--- src/rtl/ram_sp_clr.sv ---
// Single-port synchronous RAM with registered read, busy rejection and a clear sweep.
// Optional per-word even parity with a par_err output: define RAM_SP_CLR_PARITY_EN.
module ram_sp_clr #(
  parameter int unsigned        DATA_W  = 4,
  parameter int unsigned        ADDR_W  = 4,
  parameter logic [DATA_W-1:0]  CLR_VAL = '0
) (
  input  logic              i_clk,
  input  logic              i_rst_n,
  input  logic              i_cs,
  input  logic              i_wr,
  input  logic              i_rd,
  input  logic              i_clr,
  input  logic [ADDR_W-1:0] i_addr,
  input  logic [DATA_W-1:0] i_wr_data,
  output logic [DATA_W-1:0] o_rd_data,
  output logic              o_rd_valid,
  output logic              o_busy,
  output logic              o_rej
`ifdef RAM_SP_CLR_PARITY_EN
  ,
  output logic              o_par_err
`endif
);

  localparam int unsigned DEPTH = 2 ** ADDR_W;
`ifdef RAM_SP_CLR_PARITY_EN
  localparam int unsigned MEM_W = DATA_W + 1;
`else
  localparam int unsigned MEM_W = DATA_W;
`endif
  localparam logic [ADDR_W-1:0] LastPtr = '1;

  typedef enum logic {StClear, StIdle} state_e;

  state_e              r_state, w_state_d;
  logic [ADDR_W-1:0]   r_clr_ptr, w_clr_ptr_d;
  logic [MEM_W-1:0]    r_mem [DEPTH];
  logic [DATA_W-1:0]   r_rd_data;
  logic                r_rd_valid;
  logic                r_rej;
  logic                r_par_err;

  logic                w_busy;
  logic                w_mem_we;
  logic [ADDR_W-1:0]   w_mem_addr;
  logic [MEM_W-1:0]    w_mem_wdata;
  logic [MEM_W-1:0]    w_clr_word;
  logic [MEM_W-1:0]    w_wr_word;
  logic [MEM_W-1:0]    w_rd_word;
  logic                w_rd_en;
  logic                w_rej_d;

`ifdef RAM_SP_CLR_PARITY_EN
  assign w_clr_word = {^CLR_VAL, CLR_VAL};
  assign w_wr_word  = {^i_wr_data, i_wr_data};
`else
  assign w_clr_word = CLR_VAL;
  assign w_wr_word  = i_wr_data;
`endif

  always_ff @(posedge i_clk or negedge i_rst_n) begin
    if (!i_rst_n) begin
      r_state   <= StClear;
      r_clr_ptr <= '0;
    end else begin
      r_state   <= w_state_d;
      r_clr_ptr <= w_clr_ptr_d;
    end
  end

  always_comb begin
    w_state_d   = r_state;
    w_clr_ptr_d = r_clr_ptr;
    case (r_state)
      StClear: begin
        if (r_clr_ptr == LastPtr) begin
          w_state_d   = StIdle;
          w_clr_ptr_d = '0;
        end else begin
          w_clr_ptr_d = r_clr_ptr + 1'b1;
        end
      end
      StIdle: begin
        if (i_cs && i_clr) w_state_d = StClear;
      end
      default: w_state_d = StClear;
    endcase
  end

  // clr wins over wr/rd in the same cycle; the dropped access does not raise rej.
  always_comb begin
    w_busy      = (r_state == StClear);
    w_mem_we    = 1'b0;
    w_mem_addr  = i_addr;
    w_mem_wdata = w_wr_word;
    if (w_busy) begin
      w_mem_we    = 1'b1;
      w_mem_addr  = r_clr_ptr;
      w_mem_wdata = w_clr_word;
    end else if (i_cs && !i_clr && i_wr) begin
      w_mem_we = 1'b1;
    end
    w_rd_en = !w_busy && i_cs && !i_clr && i_rd;
    w_rej_d = w_busy && i_cs && (i_wr || i_rd);
  end

  always_ff @(posedge i_clk) begin
    if (w_mem_we) r_mem[w_mem_addr] <= w_mem_wdata;
  end

  assign w_rd_word = r_mem[i_addr];

  always_ff @(posedge i_clk or negedge i_rst_n) begin
    if (!i_rst_n) begin
      r_rd_data  <= '0;
      r_rd_valid <= 1'b0;
      r_rej      <= 1'b0;
      r_par_err  <= 1'b0;
    end else begin
      r_rd_valid <= w_rd_en;
      r_rej      <= w_rej_d;
      r_par_err  <= w_rd_en ? ^w_rd_word : 1'b0;
      if (w_rd_en) r_rd_data <= w_rd_word[DATA_W-1:0];
    end
  end

  assign o_rd_data  = r_rd_data;
  assign o_rd_valid = r_rd_valid;
  assign o_busy     = w_busy;
  assign o_rej      = r_rej;
`ifdef RAM_SP_CLR_PARITY_EN
  assign o_par_err  = r_par_err;
`endif

endmodule

--- config.mk ---
export PLATFORM = sky130hd
export DESIGN_NAME = ram_sp_clr
export DESIGN_NICKNAME = d
export VERILOG_FILES = /design/src/rtl/ram_sp_clr.sv
export SDC_FILE = /design/constraint.sdc
export NUM_CORES = 1
export LEC_CHECK = 0
export ABC_AREA = 1
export CAP_MARGIN = 15
export CORE_MARGIN = 1.5
export CORE_UTILIZATION = 59
export CTS_CLUSTER_SIZE = 12
export DETAILED_ROUTE_END_ITERATION = 8
export GPL_ROUTABILITY_DRIVEN = 0
export GPL_TIMING_DRIVEN = 0
export PLACE_DENSITY = 0.82
export SETUP_SLACK_MARGIN = 0.3
export SLEW_MARGIN = 25
export SYNTH_ARGS = -nofsm -noshare
export SYNTH_HDL_FRONTEND = slang
export SYNTH_SLANG_ARGS = --single-unit
--- constraint.sdc ---
create_clock -name i_clk -period 2 [get_ports i_clk]
set_clock_uncertainty 0.05 [all_clocks]
set_input_delay 0.2 -clock i_clk [delete_from_list [all_inputs] [get_ports i_clk]]
set_output_delay 0.2 -clock i_clk [all_outputs]
set_load 0.02 [all_outputs]
==> results of run 1 <==
==> worst min-delay path by stage <==
stage	startpoint	endpoint	slack, ns
4_1_cts	i_rst_n	o_rd_data[3]	0.14
6_report	i_rst_n	o_rej	0.12
3_5_place_dp	o_rd_data[3]	o_rd_data[3]	0.43
3_3_place_gp	o_rd_data[3]	o_rd_data[3]	0.42
2_1_floorplan	i_rst_n	o_rd_data[0]	-0.15
5_1_grt	i_rst_n	o_rd_data[3]	0.18
==> report_power, final <==
group	switching, W	leakage [nW]	internal, W
logic	0.00150	1.01	0.000665
clock network	0.000562	0.0930	0.000445
registers	0.000128	0.735	0.00223
==> cells by family after synthesis <==
family	Yosys count	share of synthesized area, %
flops	75	63.35
fa+ha+maj	1	0.3607
simple gates	195	23.59
buf+inv	82	10.89
compound gates	8	1.804
==> layout make-up <==
cell class / instances / area (um^2) / share of cell area, %
clock inverter: 7 / 43.79 / 1.065
clock buffer: 9 / 123.9 / 3.013
multi-input combinational: 204 / 1077 / 26.20
timing repair buffer: 21 / 201.4 / 4.900
tap: 72 / 90.09 / 2.191
buffer: 13 / 108.9 / 2.648
inverter: 69 / 269.0 / 6.543
sequential: 75 / 2197 / 53.44
==> state kept, by name, summed over array words and instances, names as in the netlist <==
signal      flops
o_rd_data       4
o_rd_valid      1
o_rej           1
r_clr_ptr       4
r_mem          64
r_state         1
==> stage by stage <==
stage	power, W	setup TNS, ns	area, um^2	util (%)	std cells
3_5_place_dp	0.003850	-7.226	3729	66.89	450
3_3_place_gp	0.003797	-3.108	3729	66.89	450
4_1_cts	0.004963	0	3950	70.86	466
5_1_grt	0.005790	0	4111	73.76	470
6_report	0.005534	0	4111	73.76	470
2_1_floorplan	0.003401	0	3468	-	361
==> cells in the final DEF (no fill, tap or decap), drive strengths merged <==
cell           count
clkdlybuf4s50     15
nand2            117
clkbuf             9
inv               70
clkinv             6
a211oi             1
nor3               2
o21ai              6
ha                 1
edfxtp            64
dfrtp             11
nand3             54
dlygate4sd2        1
nor3b              1
dlymetal6s2s       1
nand4              1
a21oi              1
buf               17
nor2              20
==> worst reg2reg max path: cells and delay by family (launching register included) <==
kind | cells | cell delay [ns]
and+or+nand+nor | 3 | 0.55
AOI/OAI and AO/OA | 1 | 0.23
buffers and inverters | 2 | 0.23
DFF | 1 | 0.38
==> repair_timing <==
| item | in CTS | in global routing |
|---|---|---|
| hold buffers | 0 | 0 |
| pin swaps | 0 | 3 |
| endpoints found under the setup margin | 65 | 64 |
| resized for setup | 18 | 31 |
| setup buffers | 0 | 4 |
==> metal layers <==
metal  up-vias  GRT usage [%]  part of all wire [%]
met1      1163          34.53                    39
met4         0          15.09                   3.8
li1       1203              -                     -
met3        31          3.657                   8.8
met2       149          40.25                    49
met5         -              0                     0
==> summary.md, run 1 <==
| Metric | Value |
|---|---|
| Status | `finished, final reports clean` |
| R2r endpoint | `r_mem[4][1]` |
| Global Route Usage Sum | `25.78%` |
| I/O pin total | `21` |
| Post-synth EDFFs | `64` |
| Crit Path Max Fanout | `10` |
| CTS tree | `yes` |
| RR Startpoint | `r_state` |
| Most common library cells after synthesis | `nand2_1 (115), inv_1 (65), edfxtp_1 (64)` |
| Reg2Reg Setup Slack | `0.25 ns` |
| Initial DRT Pass Iterations | `6` |
| Number of distinct library cells after synthesis | `22` |
| Port bufs | `17` |
| Max_cap viols | `0` |
| Most frequent cell after synthesis | `nand2_1` |
| Synth-to-Final Area Change | `18.54%` |
| Nets | `408` |
| Initial DRC count | `346` |
| Minimum clock period | `1.754 ns` |
| Top FF cell, synth | `edfxtp_1` |
| Lkg Pwr | `1.834 nW` |
| Fill count | `390` |
| Clock Path Buffers | `2` |
| Die height | `between 70 and 80 um` |
| Antenna cells | `0` |
| Gr ovfl total | `0` |
| Relative slew slack | `slightly above 60%` |
| Cell Pwr Density | `about 1300 mW/mm^2` |
| Worst vdd ir | `0.0009113 V` |
| CP Cell Sequence | `buf_6 > o21ai_4 > inv_2 > nor2_1 > nand2_1 > nor2_4` |
| Detail-routed net length per standard cell | `approximately 16 um` |
| Path depth of the worst reg2reg path | `6` |
| Final ANT Viol Nets | `0` |
| #FFs+latches synth | `75` |
| Worst-path clk slew | `0.08 ns` |
| CP max stage cell | `dfrtp_1` |
| Hold WC Path Type | `input port to asynchronous set/reset pin` |
| Number of remaining DRC errors | `0` |
| Register area share after synthesis | `63.35%` |
| CTS Buf Count | `9` |
| Die X | `79.67 um` |
| Initial antenna violation count | `0` |
| Cell Rows | `27` |
| CP Launch Type | `flop` |
| Post-Syn Nets | `376` |
| Top cell type's share of synthesized area | `approximately 55%` |
| Critical path's top delay family | `simple AND/OR/NAND/NOR gates` |
| Worst skew pair latency | `0.36 ns` |
| Pin count of the biggest net entering global routing | `17` |
| Final Hold Fails | `0` |
| CP endpoint | `r_mem[4][1]` |
| Post-synthesis cell area | `0.003468 mm^2` |
| Sink Count | `75` |
| Max Slew Vio Count | `0` |
| CP arrival | `between 1.5 and 2 ns` |
| Synth warn | `0` |
| Crit path from | `r_state` |
| Syn avg cell area | `9.608 um^2` |
| H-tree lvl count | `3` |
| Die area | `0.006347 mm^2` |
| Cells after Synth | `361` |
| Crit Path Category | `flop to flop` |
| Leading area contributor after synthesis | `edfxtp_1` |
| First-pass GRT wire length | `11540 um` |
| Final WL | `7713 um` |
| Vias in the first global route | `2404` |
| CP Capture Type | `flop` |
| Max Clk Rate | `0.5700 GHz` |
| PnR worst setup slack | `0.2456 ns` |
| Vias | `2546` |
| DR vias/cell | `5.417` |
| Core area | `0.005574 mm^2` |
| Setup violators final | `0` |
| Share of layout cells above drive strength 1 | `about 17%` |
| Tcrit/Tclk final | `approximately 88%` |
| Initial Utilization | `between 60 and 70%` |
| Crit path required time | `2.00 ns` |
| Dpl hpwl | `4891 um` |
| Pre-CTS setup slack | `-0.2057 ns` |
| Hold WS | `approximately 0.12 ns` |
| FFs w/ async S/R, synth | `14.67%` |
| Bufs and invs on worst path | `2` |
| RSZ-0062 raised after global routing | `true` |
| Slew @ Worst Pin | `between 0.5 and 0.6 ns` |
| Crit path depth | `6` |
| Synth top area cells | `edfxtp_1 (55%), nand2_1 (12%), dfrtp_1 (7.9%), nand3_1 (7.8%), inv_1 (7.0%)` |
| CTS root buffer | `clkbuf_8` |
| Worst path max stage delay | `0.38 ns` |
Note: power is estimated with default switching activity, not from simulation.
==> run 2: changes to the inputs <==
--- a/config.mk
+++ b/config.mk
@@ -5,10 +5,9 @@
 export SDC_FILE = /design/constraint.sdc
 export NUM_CORES = 1
 export LEC_CHECK = 0
-export ABC_AREA = 1
 export CAP_MARGIN = 15
 export CORE_MARGIN = 1.5
-export CORE_UTILIZATION = 59
+export CORE_UTILIZATION = 58
 export CTS_CLUSTER_SIZE = 12
 export DETAILED_ROUTE_END_ITERATION = 8
 export GPL_ROUTABILITY_DRIVEN = 0
==> run 2 against run 1 <==
Compared with the run above: total power grew 0.98%; via count shrank 19%; final cell count fell by 37%; global-route usage grew 2.7 points; sequential power shrank 2%; synthesized cell count down 50%; critical path type unchanged; largest cell class unchanged; largest power group unchanged.
==> summary.md, run 2 <==
| Metric | Value |
|---|---|
| Cells after Synth | `180` |
| Top FF cell, synth | `edfxtp_1` |
| Pint | `0.003636 W` |
| Share of layout cells above drive strength 1 | `37.95%` |
| Syn avg cell area | `about 17 um^2` |
| CP Cell Sequence | `buf_6 > nand4b_1 > buf_4 > nor3b_2 > a22oi_1 > o211ai_1` |
| Hold WS | `0.1159 ns` |
| Global Route Usage Sum | `28.48%` |
| Slew @ Worst Pin | `0.5038 ns` |
| Final Hold Fails | `0` |
| Max_cap viols | `0` |
| Sink Count | `between 70 and 80` |
| Hold WC Path Type | `input port to asynchronous set/reset pin` |
| Register area share after synthesis | `71.12%` |
| Detail-routed net length per standard cell | `29.34 um` |
| Core area | `0.005107 mm^2` |
| CTS root buffer | `clkbuf_8` |
| Most common library cells after synthesis | `edfxtp_1 (64), nor2_1 (19), mux4_2 (14)` |
| Clock Path Buffers | `2` |
| Overall Power | `0.005588 W` |
| CTS Buf Count | `9` |
| Crit path required time | `2.21 ns` |
| PnR worst setup slack | `0.2374 ns` |
| Post-synth EDFFs | `64` |
| Die height | `75.98 um` |
| Synth top area cells | `edfxtp_1 (62%), mux4_2 (10%), dfrtp_1 (8.9%), nor2_1 (2.3%), mux4_1 (1.7%)` |
| Length of routed met3 wiring | `around 770 um` |
| First-pass GRT wire length | `11740 um` |
| CTS tree | `yes` |
| FFs w/ async S/R, synth | `roughly 15%` |
| Post-Syn Nets | `between 150 and 200` |
| Gate power share | `34.1%` |
| Final WL | `8625 um` |
| Crit Path Max Fanout | `6` |
| CP Capture Type | `flop` |
| Largest register FFs | `64` |
| Initial Utilization | `~60%` |
| Synth warn | `0` |
| Vias in the first global route | `2027` |
| WL met2 | `about 4200 um` |
| Post-synthesis cell area | `between 0.003 and 0.004 mm^2` |
| Top sig layer | `met4` |
| Synth-to-Final Area Change | `28.96%` |
| Setup Total Neg Slack | `0 ns` |
| Pre-CTS setup slack | `-0.2584 ns` |
| Tcrit/Tclk final | `88.13%` |
| Number of remaining DRC errors | `0` |
| Worst-path clk slew | `0.09 ns` |
| Initial antenna violation count | `0` |
| Bufs and invs on worst path | `2` |
| H-tree lvl count | `3` |
| Initial DRT Pass Iterations | `5` |
| Max Slew Vio Count | `0` |
| Worst vdd ir | `0.0007530 V` |
| Port bufs | `18` |
| #FFs+latches synth | `between 70 and 80` |
| Final ANT Viol Nets | `0` |
| Setup violators final | `0` |
| Dpl hpwl | `4252 um` |
| Clock Power Share | `24.6%` |
| Die X | `75.98 um` |
| Net Switching | `0.001952 W` |
| Antenna cells | `0` |
| Initial DRC count | `205` |
| Hold-fix buffers, CTS | `0` |
| Final Util | `between 70% and 80%` |
| Gr ovfl total | `0` |
| Pin count of the biggest net entering global routing | `17` |
| Fill count | `240` |
| Largest Register | `r_mem` |
| Sequential power share | `between 40 and 50%` |
| Relative slew slack | `66.31%` |
| Max Clk Rate | `around 0.57 GHz` |
| Lkg Pwr | `around 1.4 nW` |
| Most frequent cells in the layout | `edfxtp_1 (64), nor2_4 (16), clkdlybuf4s50_1 (15)` |
| I/O pin total | `21` |
| CP max stage cell | `dfrtp_1` |
| WL met1 | `3226 um` |
| Cell Pwr Density | `1403 mW/mm^2` |
| Critical path's top delay family | `simple AND/OR/NAND/NOR gates` |
| Crit Path Category | `flop to flop` |
| Cell Rows | `26` |
| Vias | `2051` |
| Die area | `0.005773 mm^2` |
| Top cell type's share of synthesized area | `62.21%` |
| Leading area contributor after synthesis | `edfxtp_1` |
| Worst path max stage delay | `0.36 ns` |
| Most frequent cell after synthesis | `edfxtp_1` |
| Worst skew pair latency | `0.36 ns` |
| Number of distinct library cells after synthesis | `38` |
| Status | `finished, final reports clean` |
| Commonest non-fill, non-tap cell in the layout | `edfxtp_1` |
| DR vias/cell | `6.976` |
| Sw Ratio | `34.93%` |
| RSZ-0062 raised after global routing | `true` |
| Minimum clock period | `1.763 ns` |
| CP Launch Type | `flop` |
| Nets | `234` |
| CP arrival | `1.97 ns` |
## run 2: cell types whose count changed after synthesis, sizes merged, moves of 3 or more
cell / delta
buf: -8
clkbuf: +3
and2: +5
nand3: -54
a31oi: +5
mux4: +16
o211ai: +3
mux2i: +4
inv: -66
o21ai: -5
nand2: -104
## run 2: path summary, 6_finish.rpt
path                              start  slack (ns)            to  depth (start not counted)
setup / recovery                r_state        0.24  o_rd_data[2]                          6
hold reg to reg            r_clr_ptr[2]        0.56  r_clr_ptr[2]                          1
hold / removal                  i_rst_n        0.12  r_clr_ptr[2]                          1
setup reg to reg                r_state        0.24  o_rd_data[2]                          6
max in group asynchronous       i_rst_n        1.42  r_clr_ptr[1]                          1
min in group i_clk            i_addr[3]        0.32  o_rd_data[1]                          3
## run 2: area by class of cell
cell class | instances | area, um^2 | share of cell area, %
well taps | 70 | 87.58 | 2.198
plain buffers | 8 | 78.83 | 1.979
repair buffers | 28 | 270.3 | 6.784
multi-input cells | 93 | 1104 | 27.70
inverters | 4 | 15.01 | 0.3769
clock buffers | 9 | 123.9 | 3.109
flip-flops and latches | 75 | 2198 | 55.18
clock inverters | 7 | 106.4 | 2.670
## run 2: logic make-up (layout without fill, tap and decap cells)
| logic type | count (synthesis) | count (layout) | share of synthesized area, % |
|---|---|---|---|
| AOI/OAI and AO/OA | 22 | 22 | 5.225 |
| xor gates and xnor gates | 1 | 1 | 0.2836 |
| adders and majority gates | 1 | 1 | 0.4050 |
| buffers and inverters | 12 | 56 | 1.944 |
| DFF | 75 | 75 | 71.12 |
| muxes | 22 | 22 | 13.93 |
| and+or+nand+nor | 47 | 47 | 7.088 |
## run 2: power groups by stage
stage          Sequential, W  Combinational, W  Clock [W]
4_1_cts              0.00226           0.00156    0.00135
3_3_place_gp         0.00225           0.00105          0
2_1_floorplan        0.00228          0.000683          0
3_5_place_dp         0.00228           0.00111          0
6_report             0.00231           0.00190    0.00138
5_1_grt              0.00232           0.00197    0.00143
## run 2: timing repair
action,in CTS,in global routing
setup endpoints to repair,132,132
gates resized for setup,64,15
setup buffers,2,8
pin swaps,4,9
## run 2: stage by stage
step	cells	area, um^2
after floorplan	180	3089
after global placement	268	3357
after detailed placement	268	3357
after CTS	286	3867
after global routing	294	3984
final	294	3984
## run 2: metal layers
layer | up-vias | global-route usage, %
met1 | 1042 | 35.66
li1 | 796 | -
met3 | 47 | 7.305
met2 | 166 | 45.68
met5 | - | 0
met4 | 0 | 16.30
